`src/rtl/vector_line_engine.sv`:
```
// Vector display line engine: accepts draw/jump commands and steers the
// X/Y DACs and beam enable. Draws use integer Bresenham stepping with a
// programmable number of clocks per step; jumps move the beam blanked and
// then wait for the DACs to settle.
module vector_line_engine #(
    parameter int WIDTH         = 12,
    parameter int STEP_DIV      = 1,
    parameter int SETTLE_CYCLES = 16
) (
    input  logic             clk,
    input  logic             reset,
    input  logic [WIDTH-1:0] x,
    input  logic [WIDTH-1:0] y,
    input  logic             draw,
    input  logic             jump,
    output logic             ready,
    output logic [WIDTH-1:0] dac_x,
    output logic [WIDTH-1:0] dac_y,
    output logic             beam_on
);

    // One shared down-counter serves both the step divider and the settle
    // wait; it only ever holds load values, so the larger load sets its width.
    localparam int CNT_MAX = (STEP_DIV > SETTLE_CYCLES) ? STEP_DIV : SETTLE_CYCLES;
    localparam int CW      = (CNT_MAX > 1) ? $clog2(CNT_MAX) : 1;

    localparam logic [CW-1:0]    STEP_LOAD   = CW'(STEP_DIV - 1);
    localparam logic [CW-1:0]    SETTLE_LOAD = (SETTLE_CYCLES > 0) ? CW'(SETTLE_CYCLES - 1) : '0;
    localparam logic [CW-1:0]    CNT_ONE     = CW'(1);
    localparam logic [WIDTH-1:0] UNIT        = WIDTH'(1);

    typedef enum logic [1:0] {
        IDLE,
        SETUP,
        DRAW,
        SETTLE
    } state_t;

    state_t                  state;
    logic [WIDTH-1:0]        tgt_x;
    logic [WIDTH-1:0]        tgt_y;
    logic                    is_jump;
    logic                    sx_neg;
    logic                    sy_neg;
    logic [CW-1:0]           count;
    logic signed [WIDTH+1:0] dx;
    logic signed [WIDTH+1:0] dy;
    logic signed [WIDTH+1:0] err;

    // Combinational helpers: deltas for line setup and the Bresenham decision.
    logic signed [WIDTH+1:0] diff_x;
    logic signed [WIDTH+1:0] diff_y;
    logic signed [WIDTH+1:0] abs_dx;
    logic signed [WIDTH+1:0] abs_dy;
    logic signed [WIDTH+2:0] e2;
    logic signed [WIDTH+2:0] dx_w;
    logic signed [WIDTH+2:0] dy_w;
    logic                    step_x;
    logic                    step_y;
    logic signed [WIDTH+1:0] err_step;
    logic                    at_target;

    // Setup deltas and the per-step error update; e2 gets one extra bit so
    // doubling a full-scale error term cannot overflow.
    always_comb begin
        diff_x    = $signed({2'b00, tgt_x}) - $signed({2'b00, dac_x});
        diff_y    = $signed({2'b00, tgt_y}) - $signed({2'b00, dac_y});
        abs_dx    = diff_x[WIDTH+1] ? -diff_x : diff_x;
        abs_dy    = diff_y[WIDTH+1] ? -diff_y : diff_y;
        e2        = {err, 1'b0};
        dx_w      = {dx[WIDTH+1], dx};
        dy_w      = {dy[WIDTH+1], dy};
        step_x    = (e2 >= dy_w);
        step_y    = (e2 <= dx_w);
        err_step  = err;
        if (step_x) begin
            err_step = err_step + dy;
        end
        if (step_y) begin
            err_step = err_step + dx;
        end
        at_target = (dac_x == tgt_x) && (dac_y == tgt_y);
    end

    // Command sequencer: IDLE -> SETUP -> DRAW | SETTLE -> IDLE, all outputs registered.
    always_ff @(posedge clk) begin
        if (reset) begin
            state   <= IDLE;
            ready   <= 1'b1;
            dac_x   <= '0;
            dac_y   <= '0;
            beam_on <= 1'b0;
            tgt_x   <= '0;
            tgt_y   <= '0;
            is_jump <= 1'b0;
            sx_neg  <= 1'b0;
            sy_neg  <= 1'b0;
            count   <= '0;
            dx      <= '0;
            dy      <= '0;
            err     <= '0;
        end else begin
            case (state)
                IDLE: begin
                    if (ready && (draw || jump)) begin
                        tgt_x   <= x;
                        tgt_y   <= y;
                        is_jump <= jump;
                        ready   <= 1'b0;
                        state   <= SETUP;
                    end
                end
                SETUP: begin
                    if (is_jump) begin
                        dac_x <= tgt_x;
                        dac_y <= tgt_y;
                        if (SETTLE_CYCLES == 0) begin
                            ready <= 1'b1;
                            state <= IDLE;
                        end else begin
                            count <= SETTLE_LOAD;
                            state <= SETTLE;
                        end
                    end else begin
                        dx      <= abs_dx;
                        dy      <= -abs_dy;
                        sx_neg  <= diff_x[WIDTH+1];
                        sy_neg  <= diff_y[WIDTH+1];
                        err     <= abs_dx - abs_dy;
                        beam_on <= 1'b1;
                        count   <= STEP_LOAD;
                        state   <= DRAW;
                    end
                end
                DRAW: begin
                    if (count != '0) begin
                        count <= count - CNT_ONE;
                    end else if (at_target) begin
                        beam_on <= 1'b0;
                        ready   <= 1'b1;
                        state   <= IDLE;
                    end else begin
                        if (step_x) begin
                            dac_x <= sx_neg ? (dac_x - UNIT) : (dac_x + UNIT);
                        end
                        if (step_y) begin
                            dac_y <= sy_neg ? (dac_y - UNIT) : (dac_y + UNIT);
                        end
                        err   <= err_step;
                        count <= STEP_LOAD;
                    end
                end
                SETTLE: begin
                    if (count == '0) begin
                        ready <= 1'b1;
                        state <= IDLE;
                    end else begin
                        count <= count - CNT_ONE;
                    end
                end
                default: begin
                    state <= IDLE;
                end
            endcase
        end
    end

endmodule

```
`config.mk`:
```
export PLATFORM = sky130hd
export DESIGN_NAME = vector_line_engine
export DESIGN_NICKNAME = d
export VERILOG_FILES = /design/src/rtl/vector_line_engine.sv
export SDC_FILE = /design/constraint.sdc
export NUM_CORES = 1
export LEC_CHECK = 0
export ABC_CLOCK_PERIOD_IN_PS = 5500
export BUFFER_PORTS_ARGS = -buffer_cell sky130_fd_sc_hd__buf_2
export CORE_MARGIN = 3
export CORE_UTILIZATION = 40
export DETAILED_ROUTE_END_ITERATION = 7
export GPL_TIMING_DRIVEN = 0
export HOLD_SLACK_MARGIN = 0.15
export PLACE_DENSITY = 0.57
export SLEW_MARGIN = 10
export SYNTH_ARGS = -nofsm -noshare
export SYNTH_HDL_FRONTEND = slang
export SYNTH_SLANG_ARGS = --single-unit
```
`constraint.sdc`:
```
create_clock -name clk -period 5.5 [get_ports clk]
set_clock_uncertainty 0.1 [all_clocks]
set_input_delay 1.1 -clock clk [delete_from_list [all_inputs] [get_ports clk]]
set_output_delay 1.1 -clock clk [all_outputs]
set_load 0.02 [all_outputs]
```
==> results.yml, run 1 <==
critical_path:
  worstSetupEndpointType: "flop"
  crit_required_ns: 5.62
  critPathKind: "reg2reg"
  reg2reg_from: "tgt_y[0]"
  crit_fanout: 10
  start_kind: "flop"
  crit_path_start: "tgt_y[0]"
  arrival_ns: 5.35
die:
  core_mm2: 0.0235
  die_h_um: 161
  io_pins: 54
  dieArea_mm2: 0.0259
  start_util_pct: 40.7
  row_count: 56
  die_x_um: 161
grt:
  grt_max_degree: 17
  grt_pass1_vias: 8599
  grt_overflow: 0
  grtUsageTotal_pct: 22.2
  antenna_found_initial: 1
  grt_first_pass_wirelength_um: 46100
hold_path:
  min_path_type: "reg2reg"
  min_from: "tgt_y[5]"
layout:
  antenna_cells: 0
  fin_nets: 1471
  multi_input_area_mm2: 0.00702
  num-fill-cells: 2488
  regArea_mm2: 0.00202
  syn_to_final_growth_pct: 11.0
  drive_above_1_share_pct: 9.80
  utilization_pct: 45.2
routing:
  ant_nets: 0
  wl_um: 28700
  dr.pass1.iters: 4
  vias: 8968
  drt_iter0_markers: 521
  drc_errors: 0
  viasPerCell: 5.45
  wl_per_cell_um: 17.4
clock_network:
  cts_sinks: 101
  clk_latency_ns: 0.37
  cts_tree: "yes"
  numCtsBuffers: 9
  clockBufferDepth: 2
  cts-htree-levels: 3
  cts_root_buffer: "clkbuf_16"
  clkTransAtPathRegs_ns: 0.07
synth:
  async_flop_share_pct: 0
  postSynthNetCount: 1404
  synth-xor-area-share_pct: 9.37
  ys_top_cells_by_area: "dfxtp_1 21%, ha_1 15%, a21oi_1 5.7%, xnor2_1 5.7%, nor2_1 5.3%"
  synth_top_family_by_area: "compound AO/OA/AOI/OAI gates"
  synth_edf_count: 0
  synth_top_area_share_pct: 21.1
  synth_cell_types: 95
  synth_most_common_cell: "nor2_1"
  yosysWarnings: 0
  ys_ff_latch: 101
  synth_compound_area_share_pct: 25.2
  synth_area_per_cell_um2: 7.64
  syn-cell-area_mm2: 0.00959
  muxShareOfSynthArea_pct: 1.72
  synth_largest_area_cell: "dfxtp_1"
  synthSimpleGateAreaFrac_pct: 20.0
  synth_fa_ha_area_share_pct: 16.6
  synth_common_cells: "135 x nor2_1, 131 x nand2_1, 114 x ha_1, 109 x a21oi_1, 101 x dfxtp_1"
  netlist_instances: 1255
  synth_flop_cell: "dfxtp_1"
  ys_seq_area_share_pct: 21.1
outcome:
  outcome: "finished clean"
placed_design:
  place_hpwl_um: 22900
  place.port_buffers: 52
  gp_congestion: 0.896
sta:
  period_share_pct: 95.1
  fmax_ghz: 0.191
  finalSetupViolCount: 0
  period_needed_ns: 5.23
  relSlewSlack_pct: 35.5
  final_max_slew_viol_count: 0
  tightest_slew_ns: 0.968
  final-hold-violation-count: 0
  rsz0062_at_grt: "false"
flow_run:
  max_cap_viol_count: 0
[final cells by class]
class                   count  share of cell area, %
inverters                  92                   3.24
flip-flops and latches    101                   19.0
multi-input cells        1012                   65.9
well taps                 319                   3.75
clock inverters             6                  0.823
repair buffers             58                   2.87
plain buffers              48                   2.22
clock buffers              10                   2.15
[worst paths after layout]
kind	to	slack, ns	cells after the start
worst max register to register	err[12]	0.27	22
worst min-delay path	tgt_y[5]	0.39	2
worst max-delay path	err[12]	0.27	22
worst min register to register	tgt_y[5]	0.39	2
[critical path, stage by stage, from the launching register on]
cell and delay, ns:
dfxtp_1 0.38, inv_1 0.06, ha_1 0.20, fa_1 0.39, nand2b_1 0.23, a211oi_2 0.28
o31ai_1 0.15, a31oi_4 0.32, buf_6 0.20, nor2_1 0.06, xor2_1 0.25, inv_1 0.12
ha_1 0.31, o21ai_2 0.09, a21oi_1 0.10, o311a_1 0.33, o21ai_0 0.18, nand2b_1 0.11
a21o_1 0.19, maj3_2 0.35, mux2_1 0.34, o41ai_2 0.23, o41ai_1 0.12
[sequential cells by signal (all words and copies together), names as in the netlist]
register and flops:
dy 14, is_jump 1, err 14, state 2
tgt_x 12, dac_y 12, dac_x 12, beam_on 1
dx 14, ready 1, sx_neg 1, tgt_y 12
count 4, sy_neg 1
[kinds of logic (layout without fill, tap and decap cells)]
kind of cell,count (synthesis),in the layout
xor gates and xnor gates,100,100
buffers and inverters,142,214
adders and majority gates,123,123
and+or+nand+nor,414,414
AOI/OAI and AO/OA,359,359
muxes,16,16
DFF,101,101
[routing by layer]
metal	part of all wire, %	vias to the layer above	global-route usage (%)
met1	48	4180	30.2
met2	47	144	37.8
met5	0.038	-	0
met4	1.8	2	5.94
li1	-	4614	-
met3	3.4	28	1.96
[repair_timing]
item,4_1_cts,5_1_grt
endpoints found under the setup margin,3,4
hold buffers,0,0
hold endpoints to repair,0,0
buffers inserted,0,6
pin swaps,0,2
resized for setup,0,12
[stage by stage]
stage / setup slack, ns / hold slack [ns] / std cells / cell area [um^2] / TNS, ns
floorplan: 0.658 / 0.349 / 1255 / 9590 / 0
global placement: -0.172 / 0.374 / 1626 / 10200 / -0.356
detailed placement: -0.189 / 0.380 / 1626 / 10200 / -0.429
CTS: 0.0658 / 0.390 / 1640 / 10600 / 0
global route: 0.00897 / 0.413 / 1646 / 10600 / 0
finish: 0.270 / 0.388 / 1646 / 10600 / 0
[placed cells by master (no fill, tap or decap), types with 6 or more instances in the layout]
cell type	instances
o211ai_1	12
a21o_1	22
and3_1	6
o21bai_1	6
nor2b_1	15
fa_1	7
buf_2	54
inv_1	92
nand3_1	21
nand2_1	131
dfxtp_1	101
nand2b_1	18
clkbuf_1	37
a211oi_1	44
xnor2_1	62
o21a_1	13
nor3_1	27
xor2_1	35
o31ai_1	6
a21oi_1	108
nand4_1	11
o21ai_0	63
ha_1	114
buf_4	8
a311oi_1	10
mux2i_1	11
nor2_1	135
clkbuf_16	9
or3_1	6
Power of run 1 is left out: the tool's default activity adds up to more than one toggle a clock period on the data nets, which glitch-free logic cannot reach.
==> run 2, diff against run 1 <==
- CORE_MARGIN: 3 -> 2
- CORE_UTILIZATION: 40 -> 55
- PLACE_DENSITY: 0.57 -> 0.74
- SKIP_LAST_GASP: default -> 1
==> run 2 against run 1 <==
  * Maximum frequency is 1.6% higher
  * Global-route usage is 6.9 points higher
  * Hold slack worse by 0.0021 ns
  * Via count is 1.7% higher
  * Setup slack better by 0.081 ns
  * Core utilization is 16 points higher
  * Design area is 1.9% lower
  * Register-to-register slack better by 0.08 ns
  * Sequential cell count stayed put
  * Critical endpoint unchanged
  * Highest routed layer is now met4
==> results.yml, run 2 (synthesized netlist as in run 1, its figures left out) <==
clock_network:
  cts_root_buffer: "clkbuf_16"
  numCtsBuffers: 9
  clockBufferDepth: 2
  clk_latency_ns: 0.36
  cts_tree: "yes"
  cts-htree-levels: 3
  clkTransAtPathRegs_ns: 0.07
  cts_sinks: 101
layout:
  fin_nets: 1467
  mostFrequentLayoutCell: "nor2_1"
  syn_to_final_growth_pct: 8.95
  top_regs: "dx: 14 flops, dy: 14 flops, err: 14 flops"
  fin_cells: 1547
  layout_common_cells: "135 x nor2_1, 131 x nand2_1, 114 x ha_1, 108 x a21oi_1, 101 x dfxtp_1"
  utilization_pct: 60.8
  drive_above_1_share_pct: 9.30
  antenna_cells: 0
  num-fill-cells: 1634
routing:
  ant_nets: 0
  drc_errors: 0
  vias: 9124
  dr.pass1.iters: 5
  wl_um: 26600
  wl_per_cell_um: 17.2
  drt_iter0_markers: 581
  viasPerCell: 5.90
critical_path:
  crit_fanout: 14
  start_kind: "flop"
  worstRegToRegCells: 21
  worstSetupEndpointType: "flop"
  crit_required_ns: 5.63
  arrival_ns: 5.28
  critPathKind: "reg2reg"
die:
  row_count: 48
  die_h_um: 136
  dieArea_mm2: 0.0185
  die_x_um: 136
  io_pins: 54
  start_util_pct: 55.8
  core_mm2: 0.0172
sta:
  period_share_pct: 93.6
  relSlewSlack_pct: 35.0
  fmax_ghz: 0.194
  tns_ns: 0
  final-hold-violation-count: 0
  rsz0062_at_grt: "false"
  finalSetupViolCount: 0
  final_max_slew_viol_count: 0
  period_needed_ns: 5.15
  tightest_slew_ns: 0.962
grt:
  grt_overflow: 0
  grtUsageTotal_pct: 29.1
  grt_first_pass_wirelength_um: 42300
  antenna_found_initial: 0
  grt_pass1_vias: 8437
  grt_max_degree: 16
placed_design:
  gp_congestion: 0.936
  place.port_buffers: 52
  place_hpwl_um: 21100
  dp.cells: 1532
flow_run:
  max_cap_viol_count: 0
hold_path:
  min_path_type: "reg2reg"
  hold-path-cell-count: 2
outcome:
  outcome: "finished clean"
==> run 2: layout make-up <==
type	count	area, um^2	area share [%]
clock buffers	9	225	2.16
flip-flops and latches	101	2020	19.4
plain buffers	48	236	2.26
repair buffers	54	275	2.64
multi-input cells	1012	7010	67.1
inverters	92	345	3.31
clock inverters	6	55.1	0.527
well taps	225	282	2.69
==> run 2: per-stage QoR <==
| step | hold WS [ns] | setup WS, ns | area [um^2] |
|---|---|---|---|
| 3_5_place_dp | 0.377 | -0.0223 | 10100 |
| 4_1_cts | 0.385 | 0.0310 | 10400 |
| 3_3_place_gp | 0.369 | -0.0341 | 10100 |
| 5_1_grt | 0.398 | 0.00659 | 10400 |
| 6_report | 0.386 | 0.351 | 10400 |
| 2_1_floorplan | 0.349 | 0.658 | 9590 |
==> run 2: layer usage <==
| layer | part of all wire (%) | vias up | wire length (um) | global-route usage, % |
|---|---|---|---|---|
| met5 | 0 | - | 0 | 0 |
| met3 | 4.5 | 42 | 1210 | 2.24 |
| li1 | - | 4603 | - | - |
| met2 | 47 | 250 | 12400 | 49.6 |
| met4 | 3.1 | 0 | 826 | 12.4 |
| met1 | 46 | 4229 | 12100 | 37.7 |
==> run 2: critical path, cell delays in order, from the launching register on <==
cell and delay (ns):
dfxtp_1 0.38, inv_1 0.07, ha_1 0.28, clkbuf_1 0.19, a211oi_1 0.27, o21bai_1 0.15, o21bai_1 0.18, nand2_1 0.10
a221o_2 0.46, nor2b_1 0.17, xor2_1 0.23, ha_1 0.31, o21ai_1 0.24, a21oi_2 0.08, o311a_1 0.32, o21ai_0 0.16
nand2b_1 0.11, a21o_1 0.19, maj3_2 0.34, mux2_1 0.33, o41ai_2 0.22, o41ai_1 0.12
==> run 2: final timing paths <==
kind	end	startpoint	slack [ns]
max reg2reg	err[12]	dac_x[5]	0.35
max	err[12]	dac_x[5]	0.35
min	tgt_y[4]	tgt_y[4]	0.39
min reg2reg	tgt_y[4]	tgt_y[4]	0.39
==> run 2: timing repair <==
| action | 4_1_cts | 5_1_grt |
|---|---|---|
| buffers inserted | 0 | 2 |
| hold endpoints to repair | 0 | 0 |
| setup endpoints to repair | 3 | 4 |
| gates resized for setup | 1 | 7 |
| hold buffers | 0 | 0 |
| pin swaps | 0 | 1 |
Power of run 2 is left out for the same reason.
==> run 3, diff against run 2 <==
- CORE_MARGIN: 2 -> default
==> run 3 against run 2 <==
  * Maximum frequency down 2.1%
  * Global-route usage rose by 1.4 points
  * Die area down 2.9%
  * Setup slack got worse by 0.11 ns
  * Clock-buffer cell count rose by 4
  * Sequential cell count stayed put
  * Core utilization rose by 1.6 points
  * Via count up 1.1%
==> results.yml, run 3 (synthesized netlist as in run 1, its figures left out) <==
die:
  die_h_um: 134
  dieArea_mm2: 0.0180
  io_pins: 54
  start_util_pct: 57.0
  core_mm2: 0.0168
  die_x_um: 134
  row_count: 47
clock_network:
  cts_hold_buf: 0
  numCtsBuffers: 9
  cts_sinks: 101
  cts_tree: "yes"
  cts_root_buffer: "clkbuf_16"
  cts-htree-levels: 3
  clkTransAtPathRegs_ns: 0.07
  clk_latency_ns: 0.36
  clockBufferDepth: 2
layout:
  fin_cells: 1541
  drive_above_1_share_pct: 9.39
  layout_common_cells: "135 x nor2_1, 131 x nand2_1, 114 x ha_1, 107 x a21oi_1, 101 x dfxtp_1"
  num-fill-cells: 1569
  multi_input_area_mm2: 0.00702
  fin_nets: 1465
  mostFrequentLayoutCell: "nor2_1"
  antenna_cells: 0
  top_regs: "dx: 14 flops, dy: 14 flops, err: 14 flops"
  syn_to_final_growth_pct: 9.55
  utilization_pct: 62.5
  regArea_mm2: 0.00202
routing:
  drc_errors: 0
  viasPerCell: 5.99
  drt_iter0_markers: 608
  vias: 9224
  ant_nets: 0
  wl_um: 27100
  dr.pass1.iters: 5
  wl_per_cell_um: 17.6
grt:
  grt_pass1_vias: 8585
  grt_max_degree: 16
  grt_first_pass_wirelength_um: 43200
  grt_overflow: 0
  grtUsageTotal_pct: 30.5
  antenna_found_initial: 0
sta:
  rsz0062_at_grt: "false"
  tightest_slew_ns: 0.955
  fmax_ghz: 0.190
  period_share_pct: 95.6
  final_max_slew_viol_count: 0
  final-hold-violation-count: 0
  relSlewSlack_pct: 36.4
  period_needed_ns: 5.26
  finalSetupViolCount: 0
  tns_ns: 0
critical_path:
  worstSetupEndpointType: "flop"
  crit_buf_inv: 3
  arrival_ns: 5.37
  crit_required_ns: 5.62
  critPathKind: "reg2reg"
  slowest_delay_ns: 0.41
  cp_cell_sequence: "inv_1, ha_1, fa_1, nand2b_1, a211oi_2, o31ai_1, a31oi_4, buf_6, nor2_1, xor2_1, inv_1, ha_1, o21ai_0, a21oi_2, o311a_1, o21ai_0, nand2b_1, a21o_1, maj3_2, mux2_1, o41ai_2, o41ai_1"
  start_kind: "flop"
  critical-path-slowest-cell: "fa_1"
  crit_fanout: 10
  cpLargestDelayFamily: "compound AO/OA/AOI/OAI gates"
hold_path:
  min_path_type: "reg2reg"
placed_design:
  place.port_buffers: 52
  dp.cells: 1527
  gp_congestion: 0.936
  place_hpwl_um: 21300
flow_run:
  max_cap_viol_count: 0
outcome:
  outcome: "finished clean"
## run 3: changes by cell type in the layout (fill, tap and decap cells not counted), sizes merged
cell / before / now
clkbuf: 49 / 53
clkinv: 5 / 1
buf: 61 / 59
bufinv: 1 / 2
## run 3: per-layer routing
| layer | track usage, % | up-vias | share of wire [%] |
|---|---|---|---|
| li1 | - | 4583 | - |
| met1 | 38.7 | 4309 | 45 |
| met2 | 51.6 | 268 | 47 |
| met3 | 2.76 | 64 | 4.4 |
| met4 | 15.4 | 0 | 4.3 |
| met5 | 0 | - | 0 |
## run 3: layout make-up
cell class	instances	share of cell area (%)
clock buffer	13	2.67
inverter	92	3.29
multi-input combinational	1012	66.8
clock inverter	3	0.619
tap	220	2.62
buffer	48	2.29
timing repair buffer	52	2.48
sequential	101	19.2
## run 3: path summary, 6_finish.rpt
check                start        to  slack, ns  cells after the start
hold / removal    tgt_x[4]  tgt_x[4]       0.38                      2
hold reg to reg   tgt_x[4]  tgt_x[4]       0.38                      2
setup / recovery  tgt_y[0]   err[12]       0.24                     22
setup reg to reg  tgt_y[0]   err[12]       0.24                     22
## run 3: timing repair
| item | in CTS | in global routing |
|---|---|---|
| endpoints found under the hold margin | 0 | 0 |
| setup endpoints to repair | 3 | 4 |
| gates cloned | 0 | 0 |
| setup buffers | 0 | 0 |
| resized for setup | 2 | 9 |
## run 3: worst register-to-register path, delay by kind of cell, from the launching register on
kind,cells,cell delay [ns]
xor gates and xnor gates,1,0.28
DFF,1,0.37
and+or+nand+nor,3,0.42
AOI/OAI and AO/OA,10,1.99
adders and majority gates,4,1.24
muxes,1,0.33
buffers and inverters,3,0.38
## run 3: through the flow
stage	instance area, um^2	setup slack, ns	hold slack [ns]
after global placement	10100	-0.0383	0.370
after CTS	10500	0.00396	0.381
final	10500	0.243	0.383
after floorplan	9590	0.658	0.349
after detailed placement	10100	-0.0851	0.372
after global routing	10500	0.0216	0.419
Power of run 3 is left out for the same reason.
